### src/rtl/riscv_lsu_if.sv
// Core-side and memory-side signal bundle for the load/store unit.
// The LSU connects through the slave modport; the core/memory environment uses master.
interface riscv_lsu_if;
    logic        core_req_i;
    logic        core_we_i;
    logic [2:0]  core_size_i;
    logic [31:0] core_addr_i;
    logic [31:0] core_wd_i;
    logic [31:0] core_rd_o;
    logic        core_stall_o;
    logic        core_err_o;
    logic        mem_req_o;
    logic        mem_we_o;
    logic [3:0]  mem_be_o;
    logic [31:0] mem_addr_o;
    logic [31:0] mem_wd_o;
    logic [31:0] mem_rd_i;
    logic        mem_ready_i;

    modport slave (
        input  core_req_i, core_we_i, core_size_i, core_addr_i, core_wd_i,
        input  mem_rd_i, mem_ready_i,
        output core_rd_o, core_stall_o, core_err_o,
        output mem_req_o, mem_we_o, mem_be_o, mem_addr_o, mem_wd_o
    );

    modport master (
        output core_req_i, core_we_i, core_size_i, core_addr_i, core_wd_i,
        output mem_rd_i, mem_ready_i,
        input  core_rd_o, core_stall_o, core_err_o,
        input  mem_req_o, mem_we_o, mem_be_o, mem_addr_o, mem_wd_o
    );
endinterface

### src/rtl/riscv_lsu.sv
// RISC-V load/store unit: one outstanding access, byte-lane steering for stores,
// sign/zero extension for loads, one-cycle error pulse for misaligned/invalid requests.
module riscv_lsu (
    input  logic        clk,
    input  logic        rst,
    riscv_lsu_if.slave  bus
);

    localparam logic [1:0] IDLE = 2'd0;
    localparam logic [1:0] BUSY = 2'd1;
    localparam logic [1:0] DONE = 2'd2;

    logic [1:0]  state;
    logic        err_q;
    logic [2:0]  size_q;
    logic [1:0]  off_q;

    logic        mem_req_q;
    logic        mem_we_q;
    logic [3:0]  mem_be_q;
    logic [31:0] mem_addr_q;
    logic [31:0] mem_wd_q;
    logic [31:0] core_rd_q;

    logic        size_ok;
    logic        aligned;
    logic [3:0]  be_next;
    logic [31:0] wd_next;
    logic [31:0] load_data;
    logic [31:0] rd_shift;
    logic [7:0]  ld_byte;
    logic [15:0] ld_half;

    always_comb begin
        size_ok = 1'b0;
        aligned = 1'b0;
        case (bus.core_size_i)
            3'b000, 3'b100: begin size_ok = 1'b1; aligned = 1'b1;                        end
            3'b001, 3'b101: begin size_ok = 1'b1; aligned = ~bus.core_addr_i[0];         end
            3'b010:         begin size_ok = 1'b1; aligned = (bus.core_addr_i[1:0] == 2'b00); end
            default: ;
        endcase
    end

    // Stores replicate the datum across all lanes; be selects which lanes the memory commits.
    always_comb begin
        case (bus.core_size_i[1:0])
            2'b00: begin
                be_next = 4'b0001 << bus.core_addr_i[1:0];
                wd_next = {4{bus.core_wd_i[7:0]}};
            end
            2'b01: begin
                be_next = 4'b0011 << {bus.core_addr_i[1], 1'b0};
                wd_next = {2{bus.core_wd_i[15:0]}};
            end
            default: begin
                be_next = 4'b1111;
                wd_next = bus.core_wd_i;
            end
        endcase
        if (!bus.core_we_i) be_next = '0;
    end

    always_comb begin
        rd_shift = bus.mem_rd_i >> {off_q, 3'b000};
        ld_byte  = rd_shift[7:0];
        ld_half  = off_q[1] ? bus.mem_rd_i[31:16] : bus.mem_rd_i[15:0];
        case (size_q)
            3'b000:  load_data = {{24{ld_byte[7]}}, ld_byte};
            3'b100:  load_data = {24'd0, ld_byte};
            3'b001:  load_data = {{16{ld_half[15]}}, ld_half};
            3'b101:  load_data = {16'd0, ld_half};
            default: load_data = bus.mem_rd_i;
        endcase
    end

    always_ff @(posedge clk or negedge rst) begin
        if (!rst) begin
            state      <= IDLE;
            err_q      <= 1'b0;
            size_q     <= '0;
            off_q      <= '0;
            mem_req_q  <= 1'b0;
            mem_we_q   <= 1'b0;
            mem_be_q   <= '0;
            mem_addr_q <= '0;
            mem_wd_q   <= '0;
            core_rd_q  <= '0;
        end else begin
            case (state)
                IDLE: begin
                    if (bus.core_req_i) begin
                        if (size_ok && aligned) begin
                            mem_we_q   <= bus.core_we_i;
                            size_q     <= bus.core_size_i;
                            off_q      <= bus.core_addr_i[1:0];
                            mem_addr_q <= {bus.core_addr_i[31:2], 2'b00};
                            mem_be_q   <= be_next;
                            mem_wd_q   <= wd_next;
                            mem_req_q  <= 1'b1;
                            state      <= BUSY;
                        end else begin
                            err_q      <= 1'b1;
                            core_rd_q  <= '0;
                            state      <= DONE;
                        end
                    end
                end
                BUSY: begin
                    if (bus.mem_ready_i) begin
                        mem_req_q <= 1'b0;
                        if (!mem_we_q) core_rd_q <= load_data;
                        state     <= DONE;
                    end
                end
                DONE: begin
                    err_q <= 1'b0;
                    state <= IDLE;
                end
                default: state <= IDLE;
            endcase
        end
    end

    assign bus.mem_req_o    = mem_req_q;
    assign bus.mem_we_o     = mem_we_q;
    assign bus.mem_be_o     = mem_be_q;
    assign bus.mem_addr_o   = mem_addr_q;
    assign bus.mem_wd_o     = mem_wd_q;
    assign bus.core_rd_o    = core_rd_q;
    assign bus.core_err_o   = (state == DONE) && err_q;
    assign bus.core_stall_o = bus.core_req_i && (state != DONE);

endmodule

### src/flat_wrapper.sv
// flat-port wrapper written by rule: the top's interface ports become plain ports
module riscv_lsu_flat 
  (clk, rst, bus_core_req_i, bus_core_we_i, bus_core_size_i, bus_core_addr_i, bus_core_wd_i, bus_mem_rd_i, bus_mem_ready_i, bus_core_rd_o, bus_core_stall_o, bus_core_err_o, bus_mem_req_o, bus_mem_we_o, bus_mem_be_o, bus_mem_addr_o, bus_mem_wd_o);
  riscv_lsu_if bus_i ();
  input  logic clk;
  input  logic rst;
  input wire logic [$bits(bus_i.core_req_i)-1:0] bus_core_req_i;
  input wire logic [$bits(bus_i.core_we_i)-1:0] bus_core_we_i;
  input wire logic [$bits(bus_i.core_size_i)-1:0] bus_core_size_i;
  input wire logic [$bits(bus_i.core_addr_i)-1:0] bus_core_addr_i;
  input wire logic [$bits(bus_i.core_wd_i)-1:0] bus_core_wd_i;
  input wire logic [$bits(bus_i.mem_rd_i)-1:0] bus_mem_rd_i;
  input wire logic [$bits(bus_i.mem_ready_i)-1:0] bus_mem_ready_i;
  output wire logic [$bits(bus_i.core_rd_o)-1:0] bus_core_rd_o;
  output wire logic [$bits(bus_i.core_stall_o)-1:0] bus_core_stall_o;
  output wire logic [$bits(bus_i.core_err_o)-1:0] bus_core_err_o;
  output wire logic [$bits(bus_i.mem_req_o)-1:0] bus_mem_req_o;
  output wire logic [$bits(bus_i.mem_we_o)-1:0] bus_mem_we_o;
  output wire logic [$bits(bus_i.mem_be_o)-1:0] bus_mem_be_o;
  output wire logic [$bits(bus_i.mem_addr_o)-1:0] bus_mem_addr_o;
  output wire logic [$bits(bus_i.mem_wd_o)-1:0] bus_mem_wd_o;
  assign bus_i.core_req_i = bus_core_req_i;
  assign bus_i.core_we_i = bus_core_we_i;
  assign bus_i.core_size_i = bus_core_size_i;
  assign bus_i.core_addr_i = bus_core_addr_i;
  assign bus_i.core_wd_i = bus_core_wd_i;
  assign bus_i.mem_rd_i = bus_mem_rd_i;
  assign bus_i.mem_ready_i = bus_mem_ready_i;
  assign bus_core_rd_o = bus_i.core_rd_o;
  assign bus_core_stall_o = bus_i.core_stall_o;
  assign bus_core_err_o = bus_i.core_err_o;
  assign bus_mem_req_o = bus_i.mem_req_o;
  assign bus_mem_we_o = bus_i.mem_we_o;
  assign bus_mem_be_o = bus_i.mem_be_o;
  assign bus_mem_addr_o = bus_i.mem_addr_o;
  assign bus_mem_wd_o = bus_i.mem_wd_o;
  riscv_lsu u_core (.clk(clk), .rst(rst), .bus(bus_i));
endmodule
### config.mk
export PLATFORM = sky130hd
export DESIGN_NAME = riscv_lsu_flat
export DESIGN_NICKNAME = d
export VERILOG_FILES = /design/src/rtl/riscv_lsu_if.sv /design/src/rtl/riscv_lsu.sv /design/src/flat_wrapper.sv
export SDC_FILE = /design/constraint.sdc
export NUM_CORES = 1
export LEC_CHECK = 0
export ABC_AREA = 1
export BUFFER_PORTS_ARGS = -buffer_cell sky130_fd_sc_hd__clkbuf_2
export CAP_MARGIN = 20
export CORE_MARGIN = 1.5
export CORE_UTILIZATION = 35
export DETAILED_ROUTE_END_ITERATION = 7
export PLACE_DENSITY = 0.67
export SKIP_LAST_GASP = 1
export SYNTH_ARGS = -nofsm -noshare
export SYNTH_HDL_FRONTEND = slang
export SYNTH_SLANG_ARGS = --single-unit
export TNS_END_PERCENT = 10
### constraint.sdc
create_clock -name clk -period 3.7 [get_ports clk]
set_clock_uncertainty 0.15 [all_clocks]
set_input_delay 0.74 -clock clk [delete_from_list [all_inputs] [get_ports clk]]
set_output_delay 0.74 -clock clk [all_outputs]
set_load 0.01 [all_outputs]
==> results.toml <==
[clocking]
clock-sinks = 108
cts.repair.resized = 0
cts.reportedPaths.clkPinSlew_ns = 0.08
holdBufCountCts = 0
cts_setup_buffers = 0
clk_latency_ns = 0.35
cts_tree = "yes"
cts_made_buffers = 9
cts_root_buf = "clkbuf_16"
clockBufferDepth = 2
htree_levels = 3

[cells_and_area]
area_growth_pct = 27.2
final_nets = 1001
layout-drive-gt1-share_pct = 27.3
layout_commonest_cell = "nand2_1"
final_cell_mix = "nand2_1, clkbuf_2, dfrtp_1"
stdcell_area_sq_mm = 0.00683
final_cell_count_no_fill = 1090
antenna_cells = 0

[worst_hold_path]
hold_class = "input port to async pin"

[place]
gp_congestion = 0.803
dpl.cell_count = 1073
io_buffers = 205
placed_area_sq_mm = 0.00648
dpl_worst_slack_ns = 0.539
dp_hpwl_microns = 11400

[setup_path]
cp_slowest_cell = "nand3_2"
reg2reg_to = "u_core.bus.core_rd_o[29]$_DFFE_PN0P_"
path_buf_inv = 3
worstPathMaxFanout = 39
critical_path.top_delay_family = "simple AND/OR/NAND/NOR gates"
crit_type = "register to register"
rrSetupSlack_ns = 1.0
r2r_start = "u_core.state[1]$_DFFE_PN0P_"
endpoint_kind = "register"
path_cells = "inv_2, nand2_2, inv_2, o21ai_2, buf_8, nand3_2, nand2_1, o21ai_0"
slowest_delay_ns = 0.61
ff2ff_path_depth = 8
cp_common_cell = "inv_2"
crit_path_start_kind = "register"
cp.required_ns = 3.75
arrival_ns = 2.75

[route]
drtIter0Drc = 369
num_vias = 5274
viasPerCell = 4.84
routed_wl_microns = 15800
wl_per_cell_microns = 14.5
ant_nets = 0
drc = 0
drtPass1Iterations = 5

[timing]
finalWorstSetupSlack_ns = 0.997
tns_ns = 0
worst_pin_slew_ns = 0.774
hold_ws_ns = 0.281
setup_violations = 0
period_share_pct = 73.0
rsz0062_at_grt = "no"
final_max_slew_viol_count = 0
hold_violations = 0
clock.fmax_ghz = 0.370
relSlewSlack_pct = 48.4
period_needed_ns = 2.70

[floorplan]
rows = 45
io_pins = 208
die_h_microns = 127
die_x_microns = 127
core-area_sq_mm = 0.0151
start_util_pct = 35.6
dieArea_sq_mm = 0.0161

[yosys]
netlist_area_sq_mm = 0.00537
synth_area_leaders = "dfrtp_1, nand2_1, o21ai_0"
synth_top_cell_by_area = "dfrtp_1"
synth_top_area_share_pct = 50.3
yosysWarnings = 0
ys_seq_area_share_pct = 50.3
ys_types = 26
avgSynthCellArea_sq_um = 7.50
syn_inst = 716
synth-seq-cells = 108

[grt]
antenna_found_initial = 0
grt_pass1_vias = 4938
grt_util_all_layers_pct = 19.8
overflow = 0
grt_start_max_net_pins = 70
grt_pass1_wl_microns = 25400

[power_and_ir_drop]
ir_worst_vdd_uv = 364
powerDensity_mw_per_mm2 = 799
p_leak_nw = 3.77

[outcome]
status = "finished clean"

[flow_run]
maxCapViolCount = 0
==> cell type report <==
| cell class | count | area (sq um) |
|---|---|---|
| clock buffer | 9 | 225 |
| clock inverter | 7 | 113 |
| fill | 1570 | 8260 |
| inverter | 42 | 158 |
| multi-input combinational | 523 | 2300 |
| sequential | 108 | 2700 |
| tap | 188 | 235 |
| timing repair buffer | 213 | 1100 |
==> sequential cells by signal, indices dropped and copies added (netlist names) <==
register               flops
u_core.bus.mem_addr_o     30
u_core.bus.mem_req_o       1
u_core.bus.mem_we_o        1
u_core.size_q              3
u_core.bus.mem_be_o        4
u_core.state               2
u_core.bus.core_rd_o      32
u_core.bus.mem_wd_o       32
u_core.off_q               2
u_core.err_q               1
==> synthesized netlist by cell type, drive strengths merged <==
| cell type | number |
|---|---|
| a21oi | 48 |
| buf | 24 |
| clkbuf | 20 |
| conb | 1 |
| dfrtp | 108 |
| inv | 42 |
| nand2 | 278 |
| nand3 | 24 |
| nand4 | 25 |
| nor2 | 64 |
| nor3 | 1 |
| o21ai | 81 |
==> routing by layer <==
layer / routed length, microns / track usage, % / share of wire (%)
met1: 7170 / 26.7 / 45
met2: 7180 / 31.5 / 45
met3: 1290 / 5.78 / 8.1
met4: 194 / 4.88 / 1.2
met5: 0 / 0 / 0
==> cell families (layout without fill, tap and decap cells) <==
logic type	count (synthesis)	count (layout)	share of synthesized area, %
AOI/OAI and AO/OA	129	129	12.4
other	1	2	0.0698
and+or+nand+nor	392	392	30.3
buffers and inverters	86	271	6.92
DFF	108	108	50.3
==> how the worst max path moves through the flow <==
stage                                start                               endpoint  slack, ns  cells past startpoint
2_1_floorplan           bus_core_size_i[1]  u_core.bus.mem_addr_o[14]$_DFFE_PN0P_       1.68                      9
3_3_place_gp               bus_mem_ready_i   u_core.bus.core_rd_o[16]$_DFFE_PN0P_       0.60                      6
3_5_place_dp               bus_mem_ready_i   u_core.bus.core_rd_o[29]$_DFFE_PN0P_       0.54                      6
4_1_cts        u_core.state[1]$_DFFE_PN0P_   u_core.bus.core_rd_o[29]$_DFFE_PN0P_       0.75                      7
5_1_grt        u_core.state[1]$_DFFE_PN0P_   u_core.bus.core_rd_o[17]$_DFFE_PN0P_       0.72                      8
6_report       u_core.state[1]$_DFFE_PN0P_   u_core.bus.core_rd_o[29]$_DFFE_PN0P_        1.0                      8
==> stage by stage <==
stage          power, mW  util (%)
6_report            5.46      45.3
5_1_grt             5.88      45.3
4_1_cts             5.49      45.2
3_5_place_dp        4.38      42.9
3_3_place_gp        4.35      42.9
2_1_floorplan       3.48         -
==> power by group <==
| group | internal [mW] | switching [mW] | leakage, nW |
|---|---|---|---|
| clock | 0.610 | 0.489 | 0.161 |
| sequential | 1.69 | 0.326 | 1.39 |
| combinational | 0.825 | 1.52 | 2.22 |
| total | 3.13 | 2.33 | 3.77 |
Power figures use the tool's default switching activity.
